### src/rtl/pla_sop_pipe.sv
// Runtime-programmable AND-OR (sum-of-products) evaluator with a two-stage
// valid/ready pipeline. Masks are loaded through a config port while the pipe is idle.
module pla_sop_pipe #(
    parameter int N_IN    = 4,
    parameter int N_TERMS = 2,
    parameter int N_OUT   = 1,
    localparam int CFG_W  = (2*N_IN > N_TERMS) ? 2*N_IN : N_TERMS,
    localparam int A_MAX  = (N_TERMS > N_OUT) ? N_TERMS : N_OUT,
    localparam int CFG_AW = (A_MAX > 2) ? $clog2(A_MAX) : 1
) (
    input  logic              clk,
    input  logic              rst_n,
    input  logic              in_valid,
    output logic              in_ready,
    input  logic [N_IN-1:0]   in_data,
    output logic              out_valid,
    input  logic              out_ready,
    output logic [N_OUT-1:0]  out_data,
    input  logic              cfg_we,
    input  logic              cfg_plane,
    input  logic [CFG_AW-1:0] cfg_addr,
    input  logic [CFG_W-1:0]  cfg_wdata,
    output logic              cfg_ready
);

    logic [N_TERMS-1:0][2*N_IN-1:0] r_and;
    logic [N_OUT-1:0][N_TERMS-1:0]  r_or;
    logic                           r_s1_valid;
    logic [N_TERMS-1:0]             r_s1_terms;
    logic                           r_out_valid;
    logic [N_OUT-1:0]               r_out_data;

    logic                           w_cfg_fire;
    logic                           w_adv2;
    logic                           w_in_fire;
    logic [N_TERMS-1:0]             w_terms;
    logic [N_OUT-1:0]               w_or;
    logic                           w_unused;

    assign cfg_ready  = ~r_s1_valid & ~r_out_valid;
    assign w_cfg_fire = cfg_we & cfg_ready;
    assign w_adv2     = ~r_out_valid | out_ready;
    assign in_ready   = ~w_cfg_fire & (~r_s1_valid | w_adv2);
    assign w_in_fire  = in_valid & in_ready;
    assign out_valid  = r_out_valid;
    assign out_data   = r_out_data;
    assign w_unused   = ^cfg_wdata;

    // An all-zero mask is an unprogrammed term and must evaluate to 0, not 1.
    for (genvar t = 0; t < N_TERMS; t++) begin : g_term
        assign w_terms[t] = (|r_and[t])
                          & (&(~r_and[t][N_IN-1:0] | in_data))
                          & (&(~r_and[t][2*N_IN-1:N_IN] | ~in_data));
    end

    for (genvar o = 0; o < N_OUT; o++) begin : g_out
        assign w_or[o] = |(r_or[o] & r_s1_terms);
    end

    // Out-of-range addresses match no entry, so such writes fall through untouched.
    always_ff @(posedge clk or negedge rst_n) begin
        if (!rst_n) begin
            r_and <= '0;
            r_or  <= '0;
        end else if (w_cfg_fire) begin
            for (int t = 0; t < N_TERMS; t++)
                if (!cfg_plane && cfg_addr == CFG_AW'(t))
                    r_and[t] <= cfg_wdata[2*N_IN-1:0];
            for (int o = 0; o < N_OUT; o++)
                if (cfg_plane && cfg_addr == CFG_AW'(o))
                    r_or[o] <= cfg_wdata[N_TERMS-1:0];
        end
    end

    always_ff @(posedge clk or negedge rst_n) begin
        if (!rst_n) begin
            r_s1_valid <= 1'b0;
            r_s1_terms <= '0;
        end else if (w_in_fire) begin
            r_s1_valid <= 1'b1;
            r_s1_terms <= w_terms;
        end else if (w_adv2) begin
            r_s1_valid <= 1'b0;
        end
    end

    always_ff @(posedge clk or negedge rst_n) begin
        if (!rst_n) begin
            r_out_valid <= 1'b0;
            r_out_data  <= '0;
        end else if (w_adv2) begin
            r_out_valid <= r_s1_valid;
            if (r_s1_valid)
                r_out_data <= w_or;
        end
    end

endmodule

### config.mk
export PLATFORM = sky130hd
export DESIGN_NAME = pla_sop_pipe
export DESIGN_NICKNAME = d
export VERILOG_FILES = /design/src/rtl/pla_sop_pipe.sv
export SDC_FILE = /design/constraint.sdc
export NUM_CORES = 1
export LEC_CHECK = 0
export CORE_ASPECT_RATIO = 0.75
export CORE_MARGIN = 1
export CORE_UTILIZATION = 44
export DETAILED_ROUTE_END_ITERATION = 8
export PLACE_DENSITY = 0.74
export SLEW_MARGIN = 5
export SYNTH_ARGS = -nofsm -noshare
export SYNTH_HDL_FRONTEND = slang
export SYNTH_SLANG_ARGS = --single-unit
### constraint.sdc
create_clock -name clk -period 1.6 [get_ports clk]
set_input_delay 0.32 -clock clk [delete_from_list [all_inputs] [get_ports clk]]
set_output_delay 0.32 -clock clk [all_outputs]
set_load 0.1 [all_outputs]
==> results of run 1 <==
## what timing repair did
| action | in CTS | in global routing |
|---|---|---|
| pin swaps | 3 | 3 |
| resized for setup | 14 | 4 |
| setup buffers | 1 | 1 |
| setup endpoints to repair | 18 | 22 |
## synthesized netlist by cell type (all sizes together)
master  count  share of area
o31ai       1         0.0071
nand2       5          0.018
nand3       2         0.0094
nor3        1         0.0094
or3b        2          0.019
and2        1         0.0059
o22ai       2          0.012
mux2       18           0.22
inv         4          0.014
nor4        4          0.024
nor2        2         0.0071
a32o        1         0.0094
a31oi       1         0.0059
a221oi      2          0.016
dfrtp      23           0.54
buf         1          0.011
nand3b      1         0.0071
a21oi       2         0.0094
a22oi       1         0.0071
mux2i       4          0.038
nand2b      2          0.012
## area by class of cell
cell class	instances	area, µm²
clock inverter	1	5.00
timing repair buffer	34	369
inverter	4	15.0
fill	178	738
tap	34	42.5
multi-input combinational	52	518
clock buffer	3	22.5
sequential	23	579
## kinds of logic (layout without fill, tap and decap cells)
logic type      Yosys count  in the layout  share of synthesized area
compound gates           10             10                     0.0671
simple gates             20             20                      0.111
flops                    23             23                      0.541
buf+inv                   5             42                     0.0247
mux                      22             22                      0.256
## where the power goes
group	internal, W	switching, W
registers	0.000830	0.000210
clock network	0.0000941	0.000176
logic	0.000551	0.000432
total	0.00148	0.000819
## routing by layer
layer,wire length (µm),global-route usage,up-vias
met1,1140,0.291,389
met5,0,0,-
met3,77,0.0614,2
li1,-,-,371
met4,25,0.0524,0
met2,1090,0.289,8
## sequential cells by signal, summed over array words and instances (netlist names)
signal / count
r_s1_terms: 2
out_valid: 1
r_s1_valid: 1
r_or: 2
r_and: 16
out_data: 1
## how the worst min path moves through the flow
stage                        startpoint       endpoint  slack [ps]
after floorplan                   rst_n       out_data          20
after global placement    r_s1_terms[0]  r_s1_terms[0]         470
after detailed placement  r_s1_terms[0]  r_s1_terms[0]         470
after CTS                         rst_n      r_and[14]         330
after global routing              rst_n      r_and[14]         340
final                             rst_n      r_and[14]         320
## stage by stage
step	util	hold slack (ps)	power, W
after global routing	0.678	340	0.00241
after detailed placement	0.628	469	0.00193
final	0.678	317	0.00229
after floorplan	-	24.4	0.00158
after global placement	0.628	468	0.00189
after CTS	0.667	331	0.00227
==> impl.org, run 1 <==
** Clock tree
- H-tree depth :: 1
- The clock drives 23 sinks.
- Clock edge transition at the registers on the reported setup and hold paths :: 120 ps
- CTS max path bufs :: 2
- TritonCTS clock tree :: yes
- Insertion delay of the later-clocked pin in the worst-skew pair :: 330 ps
- Clock tree synthesis inserted a total of 3 buffers.
- The root buffer cell chosen for the clock tree is sky130_fd_sc_hd__clkbuf_4.
- Hold repair after CTS inserted 0 buffers.

** STA
- The final count of hold timing violations is 0.
- Fin Setup TNS :: -4380 ps
- After layout, the worst setup slack is -360 ps.
- Unrepaired setup endpoints after global routing :: true
- At the pin with the least slew margin, the transition time is 283 ps.
- Count of final setup violators :: 20
- Number of max-slew violations in the final report :: 0
- Clock period minus final worst setup slack :: 1960 ps
- Max-slew headroom at the worst pin :: 0.811
- Clock skew after layout :: 7.05 ps
- Final worst path period share :: 1.22
- Static timing analysis puts the maximum clock frequency at 510 MHz.

** Setup path
- R2R Setup Slk :: -260 ps
- The startpoint identified for the worst register-to-register timing path is out_valid.
- Type of the worst setup path :: reg2out
- Reg2Reg Depth :: 6
- Buffers plus inverters on the worst setup path :: 2
- Data required time at the worst endpoint :: 1280 ps
- Following the worst setup path forward leads to its endpoint at in_ready.
- STA classifies the critical path startpoint as a flip-flop.
- On the worst path, the slowest cell contributes a delay of 500 ps.
- The slowest stage of the critical path is the sky130_fd_sc_hd__dfrtp_4 cell.
- The most critical setup path has its startpoint at out_valid.
- Signal arrival time at the worst endpoint :: 1640 ps
- Counting buffers and inverters, the worst setup path is 4 cells deep.
- FF-to-FF End :: r_and[0]
- Largest fanout on the critical path :: 2
- Cell Chain, Critical Path :: or3b_4 > buf_6 > and2_4 > buf_12
- In this design, the largest share of critical-path delay is due to simple AND/OR/NAND/NOR gates.
- STA classifies the critical path endpoint as a primary output.

** Status
- Failing checks :: setup timing
- The flow ran to the end, but the final reports show violations.

** Placed design
- Total instance count after detailed placement :: 145
- OpenSTA, run right after detailed placement, puts the worst setup slack at -502 ps.
- The count of buffers added on input and output ports is 22.
- DPL Wire Length :: 1.76 mm
- Once placement finished, the instance area stood at 1440 µm².
- GP Congestion :: 0.777

** Layout
- Count of nets after finishing :: 137
- Commonest non-fill, non-tap cells in the layout :: sky130_fd_sc_hd__dfrtp_1, sky130_fd_sc_hd__clkdlybuf4s50_1, sky130_fd_sc_hd__mux2_4
- Final non-filler cell area :: 1550 µm²
- Post-Layout Cell Count :: 151
- From synthesis to final layout, the design area changed by 45.9%.
- Proportion of layout cells with a drive suffix above 1 :: 0.385
- Most common library cell in the layout ignoring fill and taps :: sky130_fd_sc_hd__dfrtp_1
- 0 antenna diodes ended up in the layout.

** Route
- In this run the remaining antenna-violating nets after routing total 0.
- Detailed routing inserted a total of 770 vias.
- DR vias/cell :: 5.10
- The pre-antenna-repair detailed-routing pass consisted of 4 iterations.
- Total Routed Length :: 2.33 mm
- Routed wire length per instance :: 15.4 µm
- After the first detailed-routing iteration, the DRC count stood at 11.
- In the routed design, unresolved DRC markers number 0.

** Job
- Number of maximum-capacitance constraint violations :: 0

** Global route
- The first global-routing pass estimated 3.68 mm of wire.
- For this run the aggregate overflow at the end of global routing stands at 0.
- The number of global-route vias before repair is 760.
- In the global route stage, overall resource usage came out at 0.200.
- Maximum number of pins on one net before global-route repair :: 24
- The number of antenna violations at the first check in global routing is 0.

** Power
- For this design the ratio of total power to cell area is 1480 nW/µm².
- VDD IR-drop max :: 0.677 mV
- The analysis attributes to cell leakage a power of 0.714 nW.

** Floorplanning
- In this run the standard cell core region covers 2290 µm².
- 23 I/O pins were placed.
- Die height :: 44.6 µm
- The die covers 2620 µm².
- Number of placement rows :: 15
- The floorplan step set the die width to 58.8 µm.
- Initial Utilization :: 0.464

** Min path
- Worst min-delay path category :: in2async

** Yosys
- Sequential area share after synthesis :: 0.541
- Number of storage elements in the synthesis netlist :: 23
- Net count after synthesis :: 99
- Post-Synthesis Cell Area :: 1060 µm²
- The number of different library cells used by synthesis comes to 23.
- Dividing the synthesized area by the synthesized cell count gives 13.3 µm².
- During synthesis, Yosys emitted a total of 0 warnings.
- After technology mapping, the gate count stands at 80.
Note: power is estimated with default switching activity, not from simulation.
==> inputs of run 2 (changes only) <==
- CORE_MARGIN: 1 -> 2
==> impl.org, run 2 (synthesized netlist as in run 1, its figures left out) <==
** Status
- The final reports fail on setup timing.
- The flow ran to the end, but the final reports show violations.

** Placed design
- Routability-driven placement finished with a final weighted congestion of 0.738.
- Port buffering added 22 buffers.
- DPL Wire Length :: 1.62 mm
- Total instance count after detailed placement :: 145

** Layout
- Most common library cell in the layout ignoring fill and taps :: sky130_fd_sc_hd__dfrtp_1
- Number of antenna cells inserted :: 0
- Largest registers in the final layout :: r_and x16, r_or x2, r_s1_terms x2
- The register with the most flip-flops in the layout has 16 of them.
- Proportion of layout cells with a drive suffix above 1 :: 0.383
- Count of nets after finishing :: 135
- In the layout the commonest cells are sky130_fd_sc_hd__dfrtp_1, sky130_fd_sc_hd__clkdlybuf4s50_1, sky130_fd_sc_hd__mux2_4.
- Fill cell instance count of the final layout :: 160
- Register with the highest flop count :: r_and
- Once layout is complete, the cells apart from fillers number 149.
- Synth-to-Final Area Change :: 44.2%

** Floorplanning
- Number of placement rows :: 15
- For this configuration, the core starts out at a cell density of 0.464.
- Die height :: 46.6 µm
- The die covers 2830 µm².
- Number of top-level design ports :: 23
- In this run the standard cell core region covers 2290 µm².
- The die is 60.8 µm wide.

** Clock tree
- After clock tree synthesis, the clock-pin slew on the worst setup and hold paths is 120 ps.
- Clock buffers created by TritonCTS :: 3
- Clock tree synthesis selected as its root buffer the cell sky130_fd_sc_hd__clkbuf_4.
- CTS max path bufs :: 2
- For this design, the sink count on the clock tree is 23.
- H-tree depth :: 1
- Hold bufs inserted after CTS :: 0
- TritonCTS clock tree :: yes
- The clock reaches the later pin of the worst-skew pair after 310 ps.

** Power
- The share of total power dissipated in the clock network is 0.117.
- Static Leak :: 0.701 nW
- The share of total power dissipated in combinational logic is 0.423.
- Switch Pwr :: 0.000797 W
- In this run the power density over the cells is 1470 nW/µm².
- Internal cell power :: 0.00146 W
- The worst-case IR drop observed on VDD is 0.708 mV.
- Post-layout power :: 0.00226 W
- Of the total power, the share spent switching nets is 0.353.
- The share of total power dissipated in sequential elements is 0.461.

** Route
- DRC Markers :: 0
- The detailed router placed 742 vias in this run.
- Number of design-rule violations left by the first detailed-router iteration :: 28
- Dividing the detail-routed wire length by the instance count gives 14.3 µm.
- After detailed routing, the number of vias per cell comes to 4.98.
- For this run, the detailed router's first-pass iteration total came to 4.
- Once detail routing completed, the nets flagged for antenna violations numbered 0.
- Total Routed Length :: 2.13 mm

** Job
- Max-cap violations in this run came to 0.

** STA
- After routing, the total negative slack on setup checks comes to -3890 ps.
- Setup repair after global routing could not meet its margin everywhere.
- Across all setup checks in the final design, the least slack found is -341 ps.
- Final worst path period share :: 1.21
- Count of endpoints failing hold in the final timing report :: 0
- Tightest hold margin :: 336 ps
- Derived from the worst setup path, the maximum achievable clock frequency is 515 MHz.
- Slew at the pin with the worst max-slew slack :: 332 ps
- Clock period minus final worst setup slack :: 1940 ps
- Headroom to the max-slew limit came out at 0.777.
- Clock skew on the completed layout was measured at 5.19 ps.
- Count of final setup violators :: 19
- Number of max-slew violations in the final report :: 0

** Min path
- The worst hold path belongs to the class in2async.

** Setup path
- The critical path in this run is classified as reg2out.
- Along the worst path, the maximum fanout reaches 2.
- Data arrives at the worst endpoint at 1620 ps.
- Crit end category :: primary output
- For the worst setup path, the data required time is 1280 ps.
- The worst setup path is launched from a flip-flop.
- The setup check on the worst reg-to-reg path leaves a slack of -260 ps.

** Global route
- Number of global-route vias before repair :: 782
- Number of antenna violations at the first check in global routing :: 0
- Global routing finished with a remaining overflow of 0.
- Maximum number of pins on one net before global-route repair :: 24
- Total Routing Usage GR :: 0.183
- Wire length of the first global-routing pass :: 3.63 mm
-- run 2: final timing paths --
path | start | cells past startpoint | endpoint
hold reg to reg | r_s1_terms[0] | 2 | r_s1_terms[0]
min in group clk | r_s1_terms[0] | 2 | r_s1_terms[0]
hold / removal | rst_n | 2 | r_and[3]
max in group asynchronous | rst_n | 2 | out_valid
setup reg to reg | out_valid | 6 | r_and[7]
setup / recovery | out_valid | 4 | in_ready
-- run 2: timing repair --
action / 4_1_cts / 5_1_grt
setup buffers: 1 / 0
pin swaps: 3 / 3
setup endpoints to repair: 18 / 22
resized for setup: 13 / 5
-- run 2: area by class of cell --
| type | instances | area [µm²] | area share |
|---|---|---|---|
| timing repair buffer | 32 | 343 | 0.223 |
| inverter | 4 | 15.0 | 0.00979 |
| clock buffer | 3 | 22.5 | 0.0147 |
| tap | 34 | 42.5 | 0.0277 |
| multi-input combinational | 52 | 527 | 0.343 |
| clock inverter | 1 | 5.00 | 0.00326 |
| sequential | 23 | 579 | 0.378 |
-- run 2: power by group through the flow --
stage               registers (W)  logic (W)  clock network [W]
global placement          0.00103   0.000857                  0
finish                    0.00104   0.000954           0.000263
floorplan                 0.00110   0.000485                  0
CTS                       0.00103   0.000944           0.000275
global route              0.00107    0.00102           0.000301
detailed placement        0.00104   0.000873                  0
-- run 2: worst max-delay path, cell delays in order, from the launching register on --
cell,delay (ps)
sky130_fd_sc_hd__dfrtp_4,490
sky130_fd_sc_hd__or3b_4,380
sky130_fd_sc_hd__buf_6,120
sky130_fd_sc_hd__and2_4,150
sky130_fd_sc_hd__buf_12,160
-- run 2: stage by stage --
stage / area (µm²) / setup slack, ps / utilization
finish: 1530 / -341 / 0.670
floorplan: 1070 / -380 / -
CTS: 1520 / -377 / 0.664
detailed placement: 1440 / -521 / 0.628
global route: 1530 / -389 / 0.670
global placement: 1440 / -497 / 0.628
-- run 2: metal layers --
layer,wire [µm],share of wire,GRT usage
met4,17,0.0080,0.0391
met1,1070,0.50,0.270
met2,977,0.46,0.269
met3,71,0.033,0.0506
met5,0,0,0
==> inputs of run 3 (changes only) <==
- CAP_MARGIN: default -> 20
- SLEW_MARGIN: 5 -> 10
==> results of run 3 <==
The final DEF is identical to that of run 2; final timing and power are the same.
